`src/rtl/or_nibble_sequencer_pkg.sv`:
```
// or_nibble_sequencer_pkg: shared constants and types for the OR nibble sequencer
//   NIBBLE_W   width of one step through the shared OR unit
//   state_t    sequencer states IDLE / RUN / DONE
//   REQ0/REQ1  requester IDs reported on res_id
package or_seq_pkg;
    localparam int NIBBLE_W = 4;
    typedef enum logic [1:0] {IDLE, RUN, DONE} state_t;
    localparam logic REQ0 = 1'b0;
    localparam logic REQ1 = 1'b1;
endpackage

```
`src/rtl/or_nibble_sequencer_if.sv`:
```
// or_nibble_sequencer_if: request, shared-OR-unit and result signals of the sequencer
//   master: requesters, OR unit and result consumer (drives valids/operands, gu_y, res_ready)
//   slave : the sequencer (drives readies, gu_a/gu_b, result, busy, err)
interface or_nibble_sequencer_if #(
    parameter int WIDTH = 16
);
    import or_seq_pkg::*;
    logic req0_valid, req0_ready, req1_valid, req1_ready;
    logic [WIDTH-1:0] req0_a, req0_b, req1_a, req1_b;
    logic [NIBBLE_W-1:0] gu_a, gu_b, gu_y;
    logic res_valid, res_ready, res_id, busy, err;
    logic [WIDTH-1:0] res_y;
    modport master (
        output req0_valid, req0_a, req0_b, req1_valid, req1_a, req1_b, gu_y, res_ready,
        input  req0_ready, req1_ready, gu_a, gu_b, res_valid, res_y, res_id, busy, err
    );
    modport slave (
        input  req0_valid, req0_a, req0_b, req1_valid, req1_a, req1_b, gu_y, res_ready,
        output req0_ready, req1_ready, gu_a, gu_b, res_valid, res_y, res_id, busy, err
    );
endinterface

```
`src/rtl/or_nibble_sequencer_rr_arb2.sv`:
```
// rr_arb2: two-way round-robin arbiter with a registered last-grant pointer
//   clk, rst        clock, synchronous active-high reset
//   valid0, valid1  requests
//   enable          grants are only issued while enable is high
//   grant0, grant1  one-hot grant, combinational from the inputs
module rr_arb2 (
    input  logic clk,
    input  logic rst,
    input  logic valid0,
    input  logic valid1,
    input  logic enable,
    output logic grant0,
    output logic grant1
);
    // last_q = 1 means requester 1 was granted last, so requester 0 wins a tie
    logic last_q;
    assign grant0 = enable && valid0 && (!valid1 || last_q);
    assign grant1 = enable && valid1 && (!valid0 || !last_q);
    always_ff @(posedge clk) begin
        if (rst) last_q <= 1'b1;
        else if (grant0) last_q <= 1'b0;
        else if (grant1) last_q <= 1'b1;
    end
endmodule

```
`src/rtl/or_nibble_sequencer.sv`:
```
// or_nibble_sequencer: shares one 4-bit OR unit between two requesters, computing WIDTH-bit ORs nibble-serially
//   clk, rst  clock, synchronous active-high reset
//   bus       or_nibble_sequencer_if.slave: req0/req1 valid/ready/a/b, gu_a/gu_b/gu_y to the
//             shared OR unit, res_valid/res_ready/res_y/res_id, busy, err
//   WIDTH     operand width, multiple of 4 and >= 4; must match the interface WIDTH
//   OR_NIBBLE_SEQUENCER_SELFCHECK_EN  when defined, err flags gu_y != gu_a|gu_b during RUN (sticky)
module or_nibble_sequencer
    import or_seq_pkg::*;
#(
    parameter int WIDTH = 16
) (
    input logic clk,
    input logic rst,
    or_nibble_sequencer_if.slave bus
);
    localparam int N = WIDTH / NIBBLE_W;
    localparam int KW = N > 1 ? $clog2(N) : 1;
    state_t state_q;
    logic [KW-1:0] k_q;
    logic [WIDTH-1:0] a_q, b_q, res_q;
    logic id_q, grant0, grant1, run;
    assign run = state_q == RUN;
    // Arbitration only while idle and out of reset, so ready never rises elsewhere
    rr_arb2 u_arb (
        .clk   (clk),
        .rst   (rst),
        .valid0(bus.req0_valid),
        .valid1(bus.req1_valid),
        .enable(state_q == IDLE && !rst),
        .grant0(grant0),
        .grant1(grant1)
    );
    assign bus.req0_ready = grant0;
    assign bus.req1_ready = grant1;
    assign bus.gu_a = run ? a_q[NIBBLE_W*k_q +: NIBBLE_W] : '0;
    assign bus.gu_b = run ? b_q[NIBBLE_W*k_q +: NIBBLE_W] : '0;
    assign bus.res_valid = state_q == DONE;
    assign bus.busy = state_q != IDLE;
    assign bus.res_y = res_q;
    assign bus.res_id = id_q;
    always_ff @(posedge clk) begin
        if (rst) begin
            state_q <= IDLE;
            k_q <= '0;
            a_q <= '0;
            b_q <= '0;
            res_q <= '0;
            id_q <= REQ0;
        end else begin
            case (state_q)
                IDLE: if (grant0 || grant1) begin
                    a_q <= grant1 ? bus.req1_a : bus.req0_a;
                    b_q <= grant1 ? bus.req1_b : bus.req0_b;
                    id_q <= grant1 ? REQ1 : REQ0;
                    res_q <= '0;
                    k_q <= '0;
                    state_q <= RUN;
                end
                RUN: begin
                    res_q[NIBBLE_W*k_q +: NIBBLE_W] <= bus.gu_y;
                    k_q <= k_q + 1'b1;
                    if (k_q == KW'(N - 1)) begin
                        k_q <= '0;
                        state_q <= DONE;
                    end
                end
                DONE: if (bus.res_ready) state_q <= IDLE;
                default: state_q <= IDLE;
            endcase
        end
    end
`ifdef OR_NIBBLE_SEQUENCER_SELFCHECK_EN
    logic err_q;
    always_ff @(posedge clk) begin
        if (rst) err_q <= 1'b0;
        else if (run && bus.gu_y != (bus.gu_a | bus.gu_b)) err_q <= 1'b1;
    end
    assign bus.err = err_q;
`else
    assign bus.err = 1'b0;
`endif
endmodule

```
`src/flat_wrapper.sv`:
```
// flat-port wrapper written by rule: the top's interface ports become plain ports
module or_nibble_sequencer_flat import or_seq_pkg::*;
#(
    parameter int WIDTH = 16
)
  (clk, rst, bus_req0_valid, bus_req0_a, bus_req0_b, bus_req1_valid, bus_req1_a, bus_req1_b, bus_gu_y, bus_res_ready, bus_req0_ready, bus_req1_ready, bus_gu_a, bus_gu_b, bus_res_valid, bus_res_y, bus_res_id, bus_busy, bus_err);
  or_nibble_sequencer_if #(.WIDTH(WIDTH)) bus_i ();
  input logic clk;
  input logic rst;
  input wire logic [$bits(bus_i.req0_valid)-1:0] bus_req0_valid;
  input wire logic [$bits(bus_i.req0_a)-1:0] bus_req0_a;
  input wire logic [$bits(bus_i.req0_b)-1:0] bus_req0_b;
  input wire logic [$bits(bus_i.req1_valid)-1:0] bus_req1_valid;
  input wire logic [$bits(bus_i.req1_a)-1:0] bus_req1_a;
  input wire logic [$bits(bus_i.req1_b)-1:0] bus_req1_b;
  input wire logic [$bits(bus_i.gu_y)-1:0] bus_gu_y;
  input wire logic [$bits(bus_i.res_ready)-1:0] bus_res_ready;
  output wire logic [$bits(bus_i.req0_ready)-1:0] bus_req0_ready;
  output wire logic [$bits(bus_i.req1_ready)-1:0] bus_req1_ready;
  output wire logic [$bits(bus_i.gu_a)-1:0] bus_gu_a;
  output wire logic [$bits(bus_i.gu_b)-1:0] bus_gu_b;
  output wire logic [$bits(bus_i.res_valid)-1:0] bus_res_valid;
  output wire logic [$bits(bus_i.res_y)-1:0] bus_res_y;
  output wire logic [$bits(bus_i.res_id)-1:0] bus_res_id;
  output wire logic [$bits(bus_i.busy)-1:0] bus_busy;
  output wire logic [$bits(bus_i.err)-1:0] bus_err;
  assign bus_i.req0_valid = bus_req0_valid;
  assign bus_i.req0_a = bus_req0_a;
  assign bus_i.req0_b = bus_req0_b;
  assign bus_i.req1_valid = bus_req1_valid;
  assign bus_i.req1_a = bus_req1_a;
  assign bus_i.req1_b = bus_req1_b;
  assign bus_i.gu_y = bus_gu_y;
  assign bus_i.res_ready = bus_res_ready;
  assign bus_req0_ready = bus_i.req0_ready;
  assign bus_req1_ready = bus_i.req1_ready;
  assign bus_gu_a = bus_i.gu_a;
  assign bus_gu_b = bus_i.gu_b;
  assign bus_res_valid = bus_i.res_valid;
  assign bus_res_y = bus_i.res_y;
  assign bus_res_id = bus_i.res_id;
  assign bus_busy = bus_i.busy;
  assign bus_err = bus_i.err;
  or_nibble_sequencer #(.WIDTH(WIDTH)) u_core (.clk(clk), .rst(rst), .bus(bus_i));
endmodule
```
`config.mk`:
```
export PLATFORM = sky130hd
export DESIGN_NAME = or_nibble_sequencer_flat
export DESIGN_NICKNAME = d
export VERILOG_FILES = /design/src/rtl/or_nibble_sequencer_pkg.sv /design/src/rtl/or_nibble_sequencer_if.sv /design/src/rtl/or_nibble_sequencer_rr_arb2.sv /design/src/rtl/or_nibble_sequencer.sv /design/src/flat_wrapper.sv
export SDC_FILE = /design/constraint.sdc
export NUM_CORES = 1
export LEC_CHECK = 0
export CAP_MARGIN = 20
export CORE_MARGIN = 1.5
export CORE_UTILIZATION = 48
export DETAILED_ROUTE_END_ITERATION = 8
export PLACE_DENSITY = 0.86
export SETUP_SLACK_MARGIN = 0.2
export SLEW_MARGIN = 20
export SYNTH_ARGS = -nofsm -noshare
export SYNTH_HDL_FRONTEND = slang
export SYNTH_HIERARCHICAL = 1
export SYNTH_SLANG_ARGS = --single-unit
```
`constraint.sdc`:
```
create_clock -name clk -period 5.08 [get_ports clk]
set_input_delay 0.508 -clock clk [delete_from_list [all_inputs] [get_ports clk]]
set_output_delay 0.508 -clock clk [all_outputs]
set_load 0.005 [all_outputs]
```
==> results of run 1 <==
[through the flow]
stage	total power [W]	hold slack, ps
floorplan	0.000643	456
global placement	0.000733	449
detailed placement	0.000743	456
CTS	0.00102	479
global route	0.00107	491
finish	0.00102	479
[cell type report]
type / count / area, µm²
inverters: 7 / 26.3
clock buffers: 6 / 72.6
repair buffers: 102 / 1010
clock inverters: 2 / 37.5
well taps: 72 / 90.1
flip-flops and latches: 54 / 1080
fillers: 448 / 1680
multi-input cells: 184 / 1540
[state kept, by name (all words and copies together) (netlist names)]
register	count
u_core/a_q	16
u_core/b_q	16
u_core/bus.res_y	16
u_core/k_q	2
u_core/state_q	2
u_core/bus.res_id	1
u_core/u_arb/last_q	1
[layout by cell type (no fill, tap or decap), types with 2 or more instances in the layout]
cell,netlist,layout
inv_2,2,2
mux4_2,8,8
o2bb2ai_1,8,8
inv_1,5,5
dfxtp_1,54,54
a22o_1,8,8
clkdlybuf4s50_1,0,100
mux2i_1,32,32
a21oi_1,37,36
ha_1,5,5
a211oi_1,32,32
nand2b_1,9,9
nor2_1,5,4
nor2b_1,6,6
nand2_1,5,5
and2_1,8,8
clkbuf_8,0,5
a31oi_4,4,4
nor2_4,1,2
[per-layer routing]
metal  vias to the layer above  routed length (µm)  part of all wire  GRT usage
met5                         -                   0                 0          0
met4                         0                  48            0.0070     0.0482
met3                         5                 355             0.052     0.0494
met2                        86                3610              0.53      0.438
met1                      1170                2850              0.41      0.268
li1                       1177                   -                 -          -
[worst paths after layout]
kind / from / end
setup reg to reg: u_core/state_q[0] / u_core/bus.res_y[6]
setup / recovery: u_core/state_q[0] / bus_req1_ready
hold reg to reg: u_core/bus.res_y[12] / u_core/bus.res_y[12]
hold / removal: u_core/bus.res_y[12] / u_core/bus.res_y[12]
[kinds of logic after synthesis]
group                      after synthesis
AOI/OAI and AO/OA                       95
adders and majority gates                5
buffers and inverters                   31
DFF                                     54
muxes                                   40
other                                    1
and+or+nand+nor                         43
[where the power goes]
part           internal (W)  switching [W]  total (W)
sequential         0.000458      0.0000266   0.000485
combinational      0.000136       0.000114   0.000249
clock              0.000147       0.000137   0.000284
[worst max-delay path: cells and delay by family, from the launching register on]
family	cells	cell delay, ps
compound gates	1	140
simple gates	3	970
flops	1	420
buf+inv	3	1270
==> results.py, run 1 <==
metrics = {
    "status": {
        "run_status": "finished clean",
    },
    "synth": {
        "avgSynthCellArea_um2": 10.2,
        "ys_types": 38,
        "synth-simple-area-share": 0.0940,
        "synth_mux_area_frac": 0.182,
        "synth_seq_cells": 54,
        "async_flop_share": 0,
        "post-synth-top-count-cell": "dfxtp_1",
        "synth-compound-area-share": 0.252,
        "synthXorXnorAreaFrac": 0,
        "syn_nets": 347,
        "synth_fa_ha_area_frac": 0.0227,
        "synth_top_cells_by_count": "dfxtp_1, a21oi_1, a211oi_1, mux2i_1, buf_2",
        "synth_area_leader_cell": "dfxtp_1",
        "synthesis.instances": 269,
        "synth_edf_count": 0,
        "synth_top_family_by_area": "compound AO/OA/AOI/OAI gates",
        "synth_warnings": 6,
        "synth_top_cell_area_share": 0.392,
        "synth-main-ff-cell": "dfxtp_1",
        "synth-seq-area-share": 0.392,
        "netlist_area_um2": 2760,
        "synth.area.top_cells": "dfxtp_1, mux2i_1, a211oi_1",
    },
    "critical_path": {
        "ff2ff_setup_slack_ps": 2070,
        "critPathCaptureType": "primary output",
        "cp.arrival_ps": 3110,
        "path_cells": "nor2_4 > inv_2 > nor2_1 > nand2_1 > a21oi_4 > buf_4 > clkdlybuf4s50_1",
        "max_stage_delay_ps": 640,
        "critical_path_class": "flop to primary output",
        "path_max_fanout": 35,
        "critPathSlowestCell": "nor2_4",
        "reg2reg_depth": 9,
        "critPathLaunchType": "flop",
        "cp.required_ps": 4570,
    },
    "cts": {
        "cts_root_buffer": "clkbuf_8",
        "hold_buffers": 0,
        "cts.path.max_buffers": 2,
        "ctsResizeCount": 0,
        "clk_pin_slew_worst_paths_ps": 90,
        "htree_levels": 2,
        "clkLatencyLatePin_ps": 310,
        "cts_buffers": 5,
        "cts_tree": "built",
        "post_cts_buffers": 0,
        "cts.sinks": 54,
    },
    "floorplanning": {
        "dieWidth_um": 78.8,
        "row_count": 27,
        "core_um2": 5540,
        "die_h_um": 78.8,
        "initial_core_util": 0.498,
        "ios": 103,
        "dieArea_um2": 6210,
    },
    "timing": {
        "max_slew.worst_pin.slew_ps": 998,
        "setup_ws_ps": 1460,
        "rsz0062_at_grt": "false",
        "clock_skew_ps": 6.52,
        "clock.fmax_ghz": 0.276,
        "maxSlewHeadroom": 0.335,
        "slew_violations": 0,
        "finalSetupTns_ps": 0,
        "fin_crit_ps": 3620,
        "post-route-period-util": 0.713,
        "hold_violations": 0,
        "finalSetupViolCount": 0,
    },
    "route": {
        "routedWlPerCell_um": 16.1,
        "routed_via_density": 5.71,
        "dr.first_iter.drc_count": 188,
        "drt_pass1_iterations": 4,
        "vias": 2438,
        "ant_nets": 0,
        "drt_wl_total_um": 6860,
        "route.detailed.drc": 0,
    },
    "final_layout": {
        "final_util": 0.697,
        "drive_gt1_frac": 0.0789,
        "area.growth.synth_to_final_pct": 40.1,
        "nNetsFinal": 432,
        "final_cells": 427,
        "antennaDiodeCount": 0,
        "stdcell_area_um2": 3860,
    },
    "placed_design": {
        "placed_area_um2": 3750,
        "place_hpwl_um": 4960,
        "post-place-ws_ps": 1820,
        "dp.cells": 419,
        "io_buffers": 101,
        "gp_congestion": 0.796,
    },
    "run": {
        "drv_cap": 0,
    },
    "min_path": {
        "whs_path_depth": 1,
        "hp-class": "flop to flop",
    },
    "power": {
        "p_leak_nw": 1.31,
        "p_per_area_nw_per_um2": 264,
        "vdd_drop_max_mv": 0.178,
    },
    "global_routing": {
        "antenna_found_initial": 0,
        "grt_max_degree": 52,
        "grt_pass1_vias": 2463,
        "grt_pass1_wl_um": 11400,
        "grt_usage": 0.232,
        "grt_overflow": 0,
    },
}
No activity file was read; power rests on OpenSTA's default activity.
==> run 2, diff against run 1 <==
CORE_UTILIZATION = 40   (was 48)
PLACE_DENSITY = 0.76   (was 0.86)
clock period = 3.1 ns   (was 5.08 ns; I/O delays follow)
==> results.py, run 2 (synthesis results as in run 1) <==
metrics = {
    "route": {
        "route.detailed.drc": 0,
        "vias": 2444,
        "drt_wl_total_um": 6620,
        "routedWlPerCell_um": 15.0,
        "ant_nets": 0,
        "dr.first_iter.drc_count": 103,
        "routed_via_density": 5.54,
        "drt_pass1_iterations": 4,
    },
    "timing": {
        "fin_crit_ps": 2640,
        "rsz0062_at_grt": "false",
        "finalSetupTns_ps": 0,
        "clock_skew_ps": 5.42,
        "finalSetupViolCount": 0,
        "slew_violations": 0,
        "post-route-period-util": 0.853,
        "hold_violations": 0,
        "maxSlewHeadroom": 0.495,
        "clock.fmax_ghz": 0.378,
        "max_slew.worst_pin.slew_ps": 757,
    },
    "power": {
        "p_switching_w": 0.000441,
        "p_per_area_nw_per_um2": 407,
        "finalPower_w": 0.00158,
        "power_frac_clock": 0.234,
        "p_comb_frac": 0.263,
        "p_leak_nw": 1.33,
        "internal_power_w": 0.00114,
        "p_seq_frac": 0.502,
        "vdd_drop_max_mv": 0.175,
        "swShare": 0.279,
    },
    "placed_design": {
        "place_hpwl_um": 4840,
        "placed_area_um2": 3810,
        "gp_congestion": 0.799,
        "io_buffers": 101,
        "dp.cells": 434,
    },
    "final_layout": {
        "antennaDiodeCount": 0,
        "final_util": 0.578,
        "area.growth.synth_to_final_pct": 40.9,
        "layout_commonest_cell": "clkdlybuf4s50_1",
        "nFillCells": 590,
        "final_cells": 441,
        "final_cell_mix": "clkdlybuf4s50_1, dfxtp_1, a21oi_1",
        "nNetsFinal": 439,
        "drive_gt1_frac": 0.0886,
        "stdcell_area_um2": 3880,
    },
    "global_routing": {
        "grt_pass1_wl_um": 11100,
        "grt_overflow": 0,
        "grt_max_degree": 51,
        "grt_pass1_vias": 2284,
        "grt_usage": 0.190,
        "antenna_found_initial": 0,
    },
    "cts": {
        "cts.sinks": 54,
        "hold_buffers": 0,
        "htree_levels": 2,
        "ctsResizeCount": 0,
        "clk_pin_slew_worst_paths_ps": 90,
        "post_cts_buffers": 0,
        "cts_buffers": 5,
        "clkLatencyLatePin_ps": 310,
        "cts.path.max_buffers": 2,
        "cts_root_buffer": "clkbuf_8",
        "cts_tree": "built",
    },
    "floorplanning": {
        "dieArea_um2": 7400,
        "row_count": 30,
        "core_um2": 6720,
        "ios": 103,
        "die_h_um": 86.0,
        "dieWidth_um": 86.0,
        "initial_core_util": 0.410,
    },
    "status": {
        "run_status": "finished clean",
    },
    "min_path": {
        "min_from": "rst",
        "hp-class": "primary input to flop",
        "whs_path_depth": 4,
        "min_to": "u_core/u_arb/last_q",
    },
    "critical_path": {
        "r2r_end": "u_core/bus.res_y[11]",
        "regToRegStartpoint": "u_core/k_q[0]",
        "critPathCaptureType": "primary output",
        "ff2ff_setup_slack_ps": 740,
        "cp.arrival_ps": 2330,
        "critical_path_class": "flop to primary output",
        "cp.required_ps": 2790,
        "path_max_fanout": 14,
        "critPathLaunchType": "flop",
        "reg2reg_depth": 5,
    },
    "run": {
        "drv_cap": 0,
    },
}
## run 2: routing by layer
metal  GRT usage  share of wire  wire length [µm]
met1       0.249           0.44              2920
met2       0.311           0.47              3120
met3      0.0491          0.077               512
met4      0.0499          0.010                66
met5           0              0                 0
## run 2: power groups by stage
stage          registers (W)  logic, W  clock network (W)
3_3_place_gp        0.000808  0.000409                  0
5_1_grt             0.000802  0.000461           0.000407
2_1_floorplan       0.000788  0.000266                  0
4_1_cts             0.000794  0.000418           0.000379
3_5_place_dp        0.000810  0.000417                  0
6_report            0.000794  0.000416           0.000370
## run 2: how the worst max path moves through the flow
stage                   from                   end  slack, ps  cells after the start
2_1_floorplan            rst  u_core/bus.res_y[10]       1000                      9
3_3_place_gp   u_core/k_q[0]   u_core/bus.res_y[9]        770                      5
3_5_place_dp   u_core/k_q[0]  u_core/bus.res_y[11]        710                      5
4_1_cts        u_core/k_q[0]           bus_gu_a[0]        410                      3
5_1_grt        u_core/k_q[0]           bus_gu_a[0]        300                      3
6_report       u_core/k_q[0]           bus_gu_a[0]        460                      3
## run 2: through the flow
stage | setup WS, ps | hold WS [ps]
global route | 296 | 408
CTS | 411 | 376
detailed placement | 706 | 446
floorplan | 1000 | 404
finish | 456 | 381
global placement | 772 | 446
## run 2: worst max-delay path: stages (launching register included)
cell	delay, ps
dfxtp_1	820
mux4_2	580
and2_1	170
clkdlybuf4s50_1	460
## run 2: area by class of cell
type / count / area, µm² / share of cell area
Multi-Input combinational cell: 184 / 1540 / 0.395
Sequential cell: 54 / 1080 / 0.278
Timing Repair Buffer: 109 / 1070 / 0.274
Tap cell: 80 / 100 / 0.0258
Clock buffer: 7 / 76.3 / 0.0196
Inverter: 7 / 26.3 / 0.00676
